==> config.mk <==
export PLATFORM = sky130hd
export DESIGN_NAME = wb_vector_regfile_flat
export DESIGN_NICKNAME = d
export VERILOG_FILES = /design/src/rtl/wb_vector_regfile_if.sv /design/src/rtl/wb_vector_regfile.sv /design/src/flat_wrapper.sv
export SDC_FILE = /design/constraint.sdc
export NUM_CORES = 2
export LEC_CHECK = 0
export ABC_CLOCK_PERIOD_IN_PS = 1650
export BUFFER_PORTS_ARGS = -buffer_cell sky130_fd_sc_hd__buf_2
export CAP_MARGIN = 20
export CORE_MARGIN = 2
export CORE_UTILIZATION = 45
export CTS_CLUSTER_SIZE = 28
export DETAILED_ROUTE_END_ITERATION = 7
export PLACE_DENSITY = 0.73
export SLEW_MARGIN = 20
export SYNTH_ARGS = -nofsm -noshare
export SYNTH_HDL_FRONTEND = slang
export SYNTH_SLANG_ARGS = --single-unit
export TNS_END_PERCENT = 5
==> constraint.sdc <==
create_clock -name clk -period 1.65 [get_ports clk]
set_input_delay 0.0825 -clock clk [delete_from_list [all_inputs] [get_ports clk]]
set_output_delay 0.0825 -clock clk [all_outputs]
set_load 0.005 [all_outputs]
==> src/rtl/wb_vector_regfile_if.sv <==
// Writeback-stage bundle: scalar writeback controls/data in, scalar RF write port out,
// vector write/read/clear controls in, bypassed vector read data and busy flag out.
interface wb_vector_regfile_if;
    logic            RegWriteW;
    logic            MemtoRegW;
    logic            linkW;
    logic [31:0]     RDW;
    logic [31:0]     ALUOutW;
    logic [31:0]     PCPlus4W;
    logic [3:0]      WA3W;
    logic            RegWriteVW;
    logic            RegWriteVVW;
    logic [8:0][8:0] ReadDataVW;
    logic [3:0]      IndexW;
    logic            ClearV;
    logic [3:0]      RA1V;
    logic [3:0]      RA2V;
    logic [31:0]     ResultW;
    logic            WE3;
    logic [3:0]      WA3;
    logic [31:0]     WD3;
    logic [8:0][8:0] RD1V;
    logic [8:0][8:0] RD2V;
    logic            BusyV;

    modport master (
        output RegWriteW, MemtoRegW, linkW, RDW, ALUOutW, PCPlus4W, WA3W,
               RegWriteVW, RegWriteVVW, ReadDataVW, IndexW, ClearV, RA1V, RA2V,
        input  ResultW, WE3, WA3, WD3, RD1V, RD2V, BusyV
    );

    modport slave (
        input  RegWriteW, MemtoRegW, linkW, RDW, ALUOutW, PCPlus4W, WA3W,
               RegWriteVW, RegWriteVVW, ReadDataVW, IndexW, ClearV, RA1V, RA2V,
        output ResultW, WE3, WA3, WD3, RD1V, RD2V, BusyV
    );
endinterface

==> src/rtl/wb_vector_regfile.sv <==
// Writeback mux for the scalar register file plus a 16 x 9-lane x 9-bit vector register file
// with write-first read bypass and a 16-cycle background clear sequencer.
module wb_vector_regfile (
    input  logic               clk,
    input  logic               reset,
    wb_vector_regfile_if.slave bus
);
    localparam logic [0:0] S_IDLE  = 1'b0;
    localparam logic [0:0] S_CLEAR = 1'b1;

    logic [0:0]      state_q, state_d;
    logic [3:0]      ptr_q, ptr_d;
    logic [8:0][8:0] vreg_q [16];
    logic [8:0][8:0] vreg_d [16];
    logic [31:0]     result;
    logic [8:0]      wr_mask;
    logic [8:0][8:0] wr_dat;
    logic [8:0][8:0] rd1, rd2;

    assign result      = bus.MemtoRegW ? bus.RDW : bus.ALUOutW;
    assign bus.ResultW = result;
    assign bus.WE3     = bus.RegWriteW;
    assign bus.WA3     = bus.linkW ? 4'd14 : bus.WA3W;
    assign bus.WD3     = bus.linkW ? bus.PCPlus4W : result;
    assign bus.BusyV   = (state_q == S_CLEAR);
    assign bus.RD1V    = rd1;
    assign bus.RD2V    = rd2;

    // Lanes are two's-complement; a lane write just takes the low 9 result bits.
    // Out-of-range lane indices never match, so they write nothing.
    always_comb begin
        wr_mask = '0;
        wr_dat  = '0;
        for (int k = 0; k < 9; k++) begin
            wr_mask[k] = bus.RegWriteVVW | (bus.RegWriteVW & (bus.IndexW == 4'(k)));
            wr_dat[k]  = bus.RegWriteVVW ? bus.ReadDataVW[k] : result[8:0];
        end
    end

    always_comb begin
        state_d = state_q;
        ptr_d   = ptr_q;
        if (state_q == S_IDLE) begin
            if (bus.ClearV) begin
                state_d = S_CLEAR;
                ptr_d   = '0;
            end
        end else begin
            ptr_d = ptr_q + 4'd1;
            if (ptr_q == 4'd15) begin
                state_d = S_IDLE;
            end
        end
    end

    // Clear first, then overlay written lanes so writeback beats the sequencer.
    always_comb begin
        for (int r = 0; r < 16; r++) begin
            vreg_d[r] = vreg_q[r];
            if ((state_q == S_CLEAR) && (ptr_q == 4'(r))) begin
                vreg_d[r] = '0;
            end
            for (int k = 0; k < 9; k++) begin
                if ((bus.WA3W == 4'(r)) && wr_mask[k]) begin
                    vreg_d[r][k] = wr_dat[k];
                end
            end
        end
    end

    always_comb begin
        rd1 = vreg_q[bus.RA1V];
        rd2 = vreg_q[bus.RA2V];
        for (int k = 0; k < 9; k++) begin
            if ((bus.WA3W == bus.RA1V) && wr_mask[k]) begin
                rd1[k] = wr_dat[k];
            end
            if ((bus.WA3W == bus.RA2V) && wr_mask[k]) begin
                rd2[k] = wr_dat[k];
            end
        end
    end

    always_ff @(posedge clk or negedge reset) begin
        if (!reset) begin
            state_q <= S_IDLE;
            ptr_q   <= '0;
            for (int r = 0; r < 16; r++) begin
                vreg_q[r] <= '0;
            end
        end else begin
            state_q <= state_d;
            ptr_q   <= ptr_d;
            vreg_q  <= vreg_d;
        end
    end
endmodule
==> src/flat_wrapper.sv <==
// flat-port wrapper written by rule: the top's interface ports become plain ports
module wb_vector_regfile_flat 
  (clk, reset, bus_RegWriteW, bus_MemtoRegW, bus_linkW, bus_RDW, bus_ALUOutW, bus_PCPlus4W, bus_WA3W, bus_RegWriteVW, bus_RegWriteVVW, bus_ReadDataVW, bus_IndexW, bus_ClearV, bus_RA1V, bus_RA2V, bus_ResultW, bus_WE3, bus_WA3, bus_WD3, bus_RD1V, bus_RD2V, bus_BusyV);
  wb_vector_regfile_if bus_i ();
  input  logic clk;
  input  logic reset;
  input wire logic [$bits(bus_i.RegWriteW)-1:0] bus_RegWriteW;
  input wire logic [$bits(bus_i.MemtoRegW)-1:0] bus_MemtoRegW;
  input wire logic [$bits(bus_i.linkW)-1:0] bus_linkW;
  input wire logic [$bits(bus_i.RDW)-1:0] bus_RDW;
  input wire logic [$bits(bus_i.ALUOutW)-1:0] bus_ALUOutW;
  input wire logic [$bits(bus_i.PCPlus4W)-1:0] bus_PCPlus4W;
  input wire logic [$bits(bus_i.WA3W)-1:0] bus_WA3W;
  input wire logic [$bits(bus_i.RegWriteVW)-1:0] bus_RegWriteVW;
  input wire logic [$bits(bus_i.RegWriteVVW)-1:0] bus_RegWriteVVW;
  input wire logic [$bits(bus_i.ReadDataVW)-1:0] bus_ReadDataVW;
  input wire logic [$bits(bus_i.IndexW)-1:0] bus_IndexW;
  input wire logic [$bits(bus_i.ClearV)-1:0] bus_ClearV;
  input wire logic [$bits(bus_i.RA1V)-1:0] bus_RA1V;
  input wire logic [$bits(bus_i.RA2V)-1:0] bus_RA2V;
  output wire logic [$bits(bus_i.ResultW)-1:0] bus_ResultW;
  output wire logic [$bits(bus_i.WE3)-1:0] bus_WE3;
  output wire logic [$bits(bus_i.WA3)-1:0] bus_WA3;
  output wire logic [$bits(bus_i.WD3)-1:0] bus_WD3;
  output wire logic [$bits(bus_i.RD1V)-1:0] bus_RD1V;
  output wire logic [$bits(bus_i.RD2V)-1:0] bus_RD2V;
  output wire logic [$bits(bus_i.BusyV)-1:0] bus_BusyV;
  assign bus_i.RegWriteW = bus_RegWriteW;
  assign bus_i.MemtoRegW = bus_MemtoRegW;
  assign bus_i.linkW = bus_linkW;
  assign bus_i.RDW = bus_RDW;
  assign bus_i.ALUOutW = bus_ALUOutW;
  assign bus_i.PCPlus4W = bus_PCPlus4W;
  assign bus_i.WA3W = bus_WA3W;
  assign bus_i.RegWriteVW = bus_RegWriteVW;
  assign bus_i.RegWriteVVW = bus_RegWriteVVW;
  assign bus_i.ReadDataVW = bus_ReadDataVW;
  assign bus_i.IndexW = bus_IndexW;
  assign bus_i.ClearV = bus_ClearV;
  assign bus_i.RA1V = bus_RA1V;
  assign bus_i.RA2V = bus_RA2V;
  assign bus_ResultW = bus_i.ResultW;
  assign bus_WE3 = bus_i.WE3;
  assign bus_WA3 = bus_i.WA3;
  assign bus_WD3 = bus_i.WD3;
  assign bus_RD1V = bus_i.RD1V;
  assign bus_RD2V = bus_i.RD2V;
  assign bus_BusyV = bus_i.BusyV;
  wb_vector_regfile u_core (.clk(clk), .reset(reset), .bus(bus_i));
endmodule
==> out/metrics.yaml <==
status: "complete, but fails checks"
violations: "setup timing"
cts_tree: "done"
path_clk_slew_ps: 60
max_cap_viol_count: 0
ctsRootBufferMaster: "clkbuf_16"
p_int_uw: 98390
die_y_um: 413.2
layout_setup_ws_ps: -1119
syn_inst: 6052
clockBufferDepth: 3
p_seq_frac: 0.381
critPathMaxFanout: 2
drive_gt1_frac: 0.4136
leakage_uw: 0.04309
drc: 0
grt-ovfl-total: 0
p_switching_uw: 56310
relSlewSlack: 0.3228
finalCriticalPeriod_ps: 2769
power.density_nw_per_um2: 1539
final_cell_mix: "dfrtp_1 (1,298), mux2i_1 (1,126), nand2_1 (1,029)"
p_sw_frac: 0.3640
grt_pass1_vias: 68910
tightestPinTransition_ps: 1013
reg2reg_depth: 8
fillers: 12290
hp-class: "in2reg"
cp_slowest_cell: "mux4_2"
grt_pass1_wl_um: 469100
core_um2: 166700
fin_crit_sh: 1.678
antenna_found_initial: 14
worstPathRequired_ps: 1570
grt_max_degree: 94
dieWidth_um: 413.2
ys_ff_latch: 1301
crit_family: "compound AO/OA/AOI/OAI gates"
finalHoldViolCount: 0
synth_top_area_share: 0.4320
finClkSkew_ps: 28.96
place_inst: 9416
instances_no_fill: 9773
drv_slew: 0
synth_enable_flop_cells: 0
arrival_ps: 2690
dp_hpwl_um: 219100
async_flop_share: 1.000
cp-end-kind: "output pin"
port_buffers: 430
area_delta_synth_final_pct: 33.36
fmax_mhz: 361.1
max-vdd-ir-drop_mv: 1.283
post-route-util: 0.6030
synth_area_leader_cell: "dfrtp_1"
cts_buffers: 139
ys_seq_area_frac: 0.4320
io_pins: 433
netlist-cell-type-count: 42
syn_nets: 6257
wirelength_um: 325200
final_common_cell: "dfrtp_1"
core.rowCount: 150
cts_num_sinks: 1301
hold_depth: 5
die_area_um2: 170700
combPwrFrac: 0.412
insertion_delay_ps: 810
gp_congestion: 1.000
mappedNetlistArea_um2: 75360
netlist_top_cells_area: "dfrtp_1 (43%), mux4_2 (19%), mux2i_1 (15%)"
firstDrtPassIters: 6
setup_violations: 524
synthFlopType: "dfrtp_1"
regArea_um2: 32560
rrSetupSlack_ps: -230
via_per_inst: 6.855
htreeDepth: 4
antenna_left: 0
vias: 66990
worstSetupStartpointType: "flip-flop"
track_usage: 0.3777
worst-path-stages: 7
ys_warn_count: 0
avgSynthCellArea_um2: 12.45
drt_iter0_drc: 10030
slowest_delay_ps: 450
multi_input_area_um2: 42100
cp_cell_sequence: "buf_6 > mux4_2 > a22o_1 > a221oi_4 > buf_4 > mux2i_4 > buf_2"
rsz0062_at_grt: "true"
cp.buffers_inverters: 3
nets: 7667
path_class: "reg2out"
initial_core_util: 0.4522
p_clk_frac: 0.207
post_drt_wl_per_cell_um: 33.27
-- cells by family (layout without fill, tap and decap cells) --
group / after synthesis / in the layout / synth area share
multiplexers: 1874 / 1874 / 0.3576
flip-flops: 1301 / 1301 / 0.4320
AND/OR/NAND/NOR: 1264 / 1264 / 0.07613
AO/OA/AOI/OAI: 1016 / 1016 / 0.09619
buffers and inverters: 585 / 2091 / 0.03646
XOR/XNOR: 8 / 8 / 0.0009299
adder cells (fa/ha/maj): 4 / 4 / 0.0006642
other: 0 / 11 / 0
-- state kept, by name, summed over array words and instances (netlist names) --
name,flops
u_core.vreg_q,1296
u_core.ptr_q,4
u_core.bus.BusyV,1
-- through the flow --
stage / hold slack (ps) / cell area, um2 / worst slack, ps / setup TNS (ps) / total power, uW
6_report: 17.18 / 100500 / -1119 / -172710 / 154700
5_1_grt: 38.64 / 100500 / -1140 / -199850 / 160600
4_1_cts: 3.251 / 100000 / -1095 / -163830 / 151200
3_5_place_dp: 39.85 / 93120 / -951.4 / -418150 / 116200
3_3_place_gp: 43.60 / 93120 / -962.3 / -377310 / 112700
2_1_floorplan: -213.1 / 75420 / -35.73 / -5476 / 87850
-- repair_timing --
item	CTS	global route
resized for setup	261	51
buffers inserted	16	30
endpoints found under the hold margin	2560	0
hold buffers	82	0
setup endpoints to repair	1001	1290
pin swaps	179	42
-- worst reg2reg max path, stage by stage, from the launching register on --
cell and delay [ps]:
dfrtp_2 440, inv_2 80, ha_2 180, buf_4 120
nand4_1 210, buf_4 270, buf_12 170, nand2_1 130
mux2i_1 120
-- layout make-up --
class | instances | share of cell area
Clock inverter | 39 | 0.004383
Timing Repair Buffer | 1849 | 0.1842
Clock buffer | 198 | 0.04056
Sequential cell | 1301 | 0.3240
Multi-Input combinational cell | 4166 | 0.4189
Tap cell | 2204 | 0.02744
Inverter | 5 | 0.0002366
Antenna cell | 11 | 0.0002739
-- routing by layer --
metal	GRT usage	routed length (um)	part of all wire
met5	0	103	0.00032
met4	0.2727	28850	0.089
met3	0.1450	45690	0.14
met2	0.5573	141400	0.43
met1	0.4516	109100	0.34
-- path summary, 6_finish.rpt --
check                                   start                   to
max in group asynchronous               reset   u_core.vreg_q[527]
setup reg to reg              u_core.ptr_q[0]   u_core.vreg_q[315]
setup / recovery           u_core.vreg_q[151]         bus_RD1V[70]
hold / removal             bus_ReadDataVW[53]  u_core.vreg_q[1268]
min in group asynchronous               reset    u_core.vreg_q[78]
hold reg to reg            u_core.vreg_q[699]   u_core.vreg_q[699]
-- power groups by stage --
| stage | Combinational (uW) | Sequential (uW) | Clock (uW) |
|---|---|---|---|
| after floorplan | 34000 | 53900 | 0 |
| after global placement | 55900 | 56800 | 0 |
| after detailed placement | 58200 | 58000 | 0 |
| after CTS | 61600 | 57800 | 31900 |
| after global routing | 67500 | 59900 | 33200 |
| final | 63800 | 58900 | 32000 |
-- synthesized netlist by cell type, types with 48 or more instances --
cell type	count
a221oi_1	162
a22o_1	162
buf_2	189
clkbuf_1	303
dfrtp_1	1301
mux2i_1	1161
mux4_2	648
nand2_1	1048
nor2_4	99
o211ai_1	297
o21ai_1	330
o21ai_2	48
(Power assumes the default switching activity.)
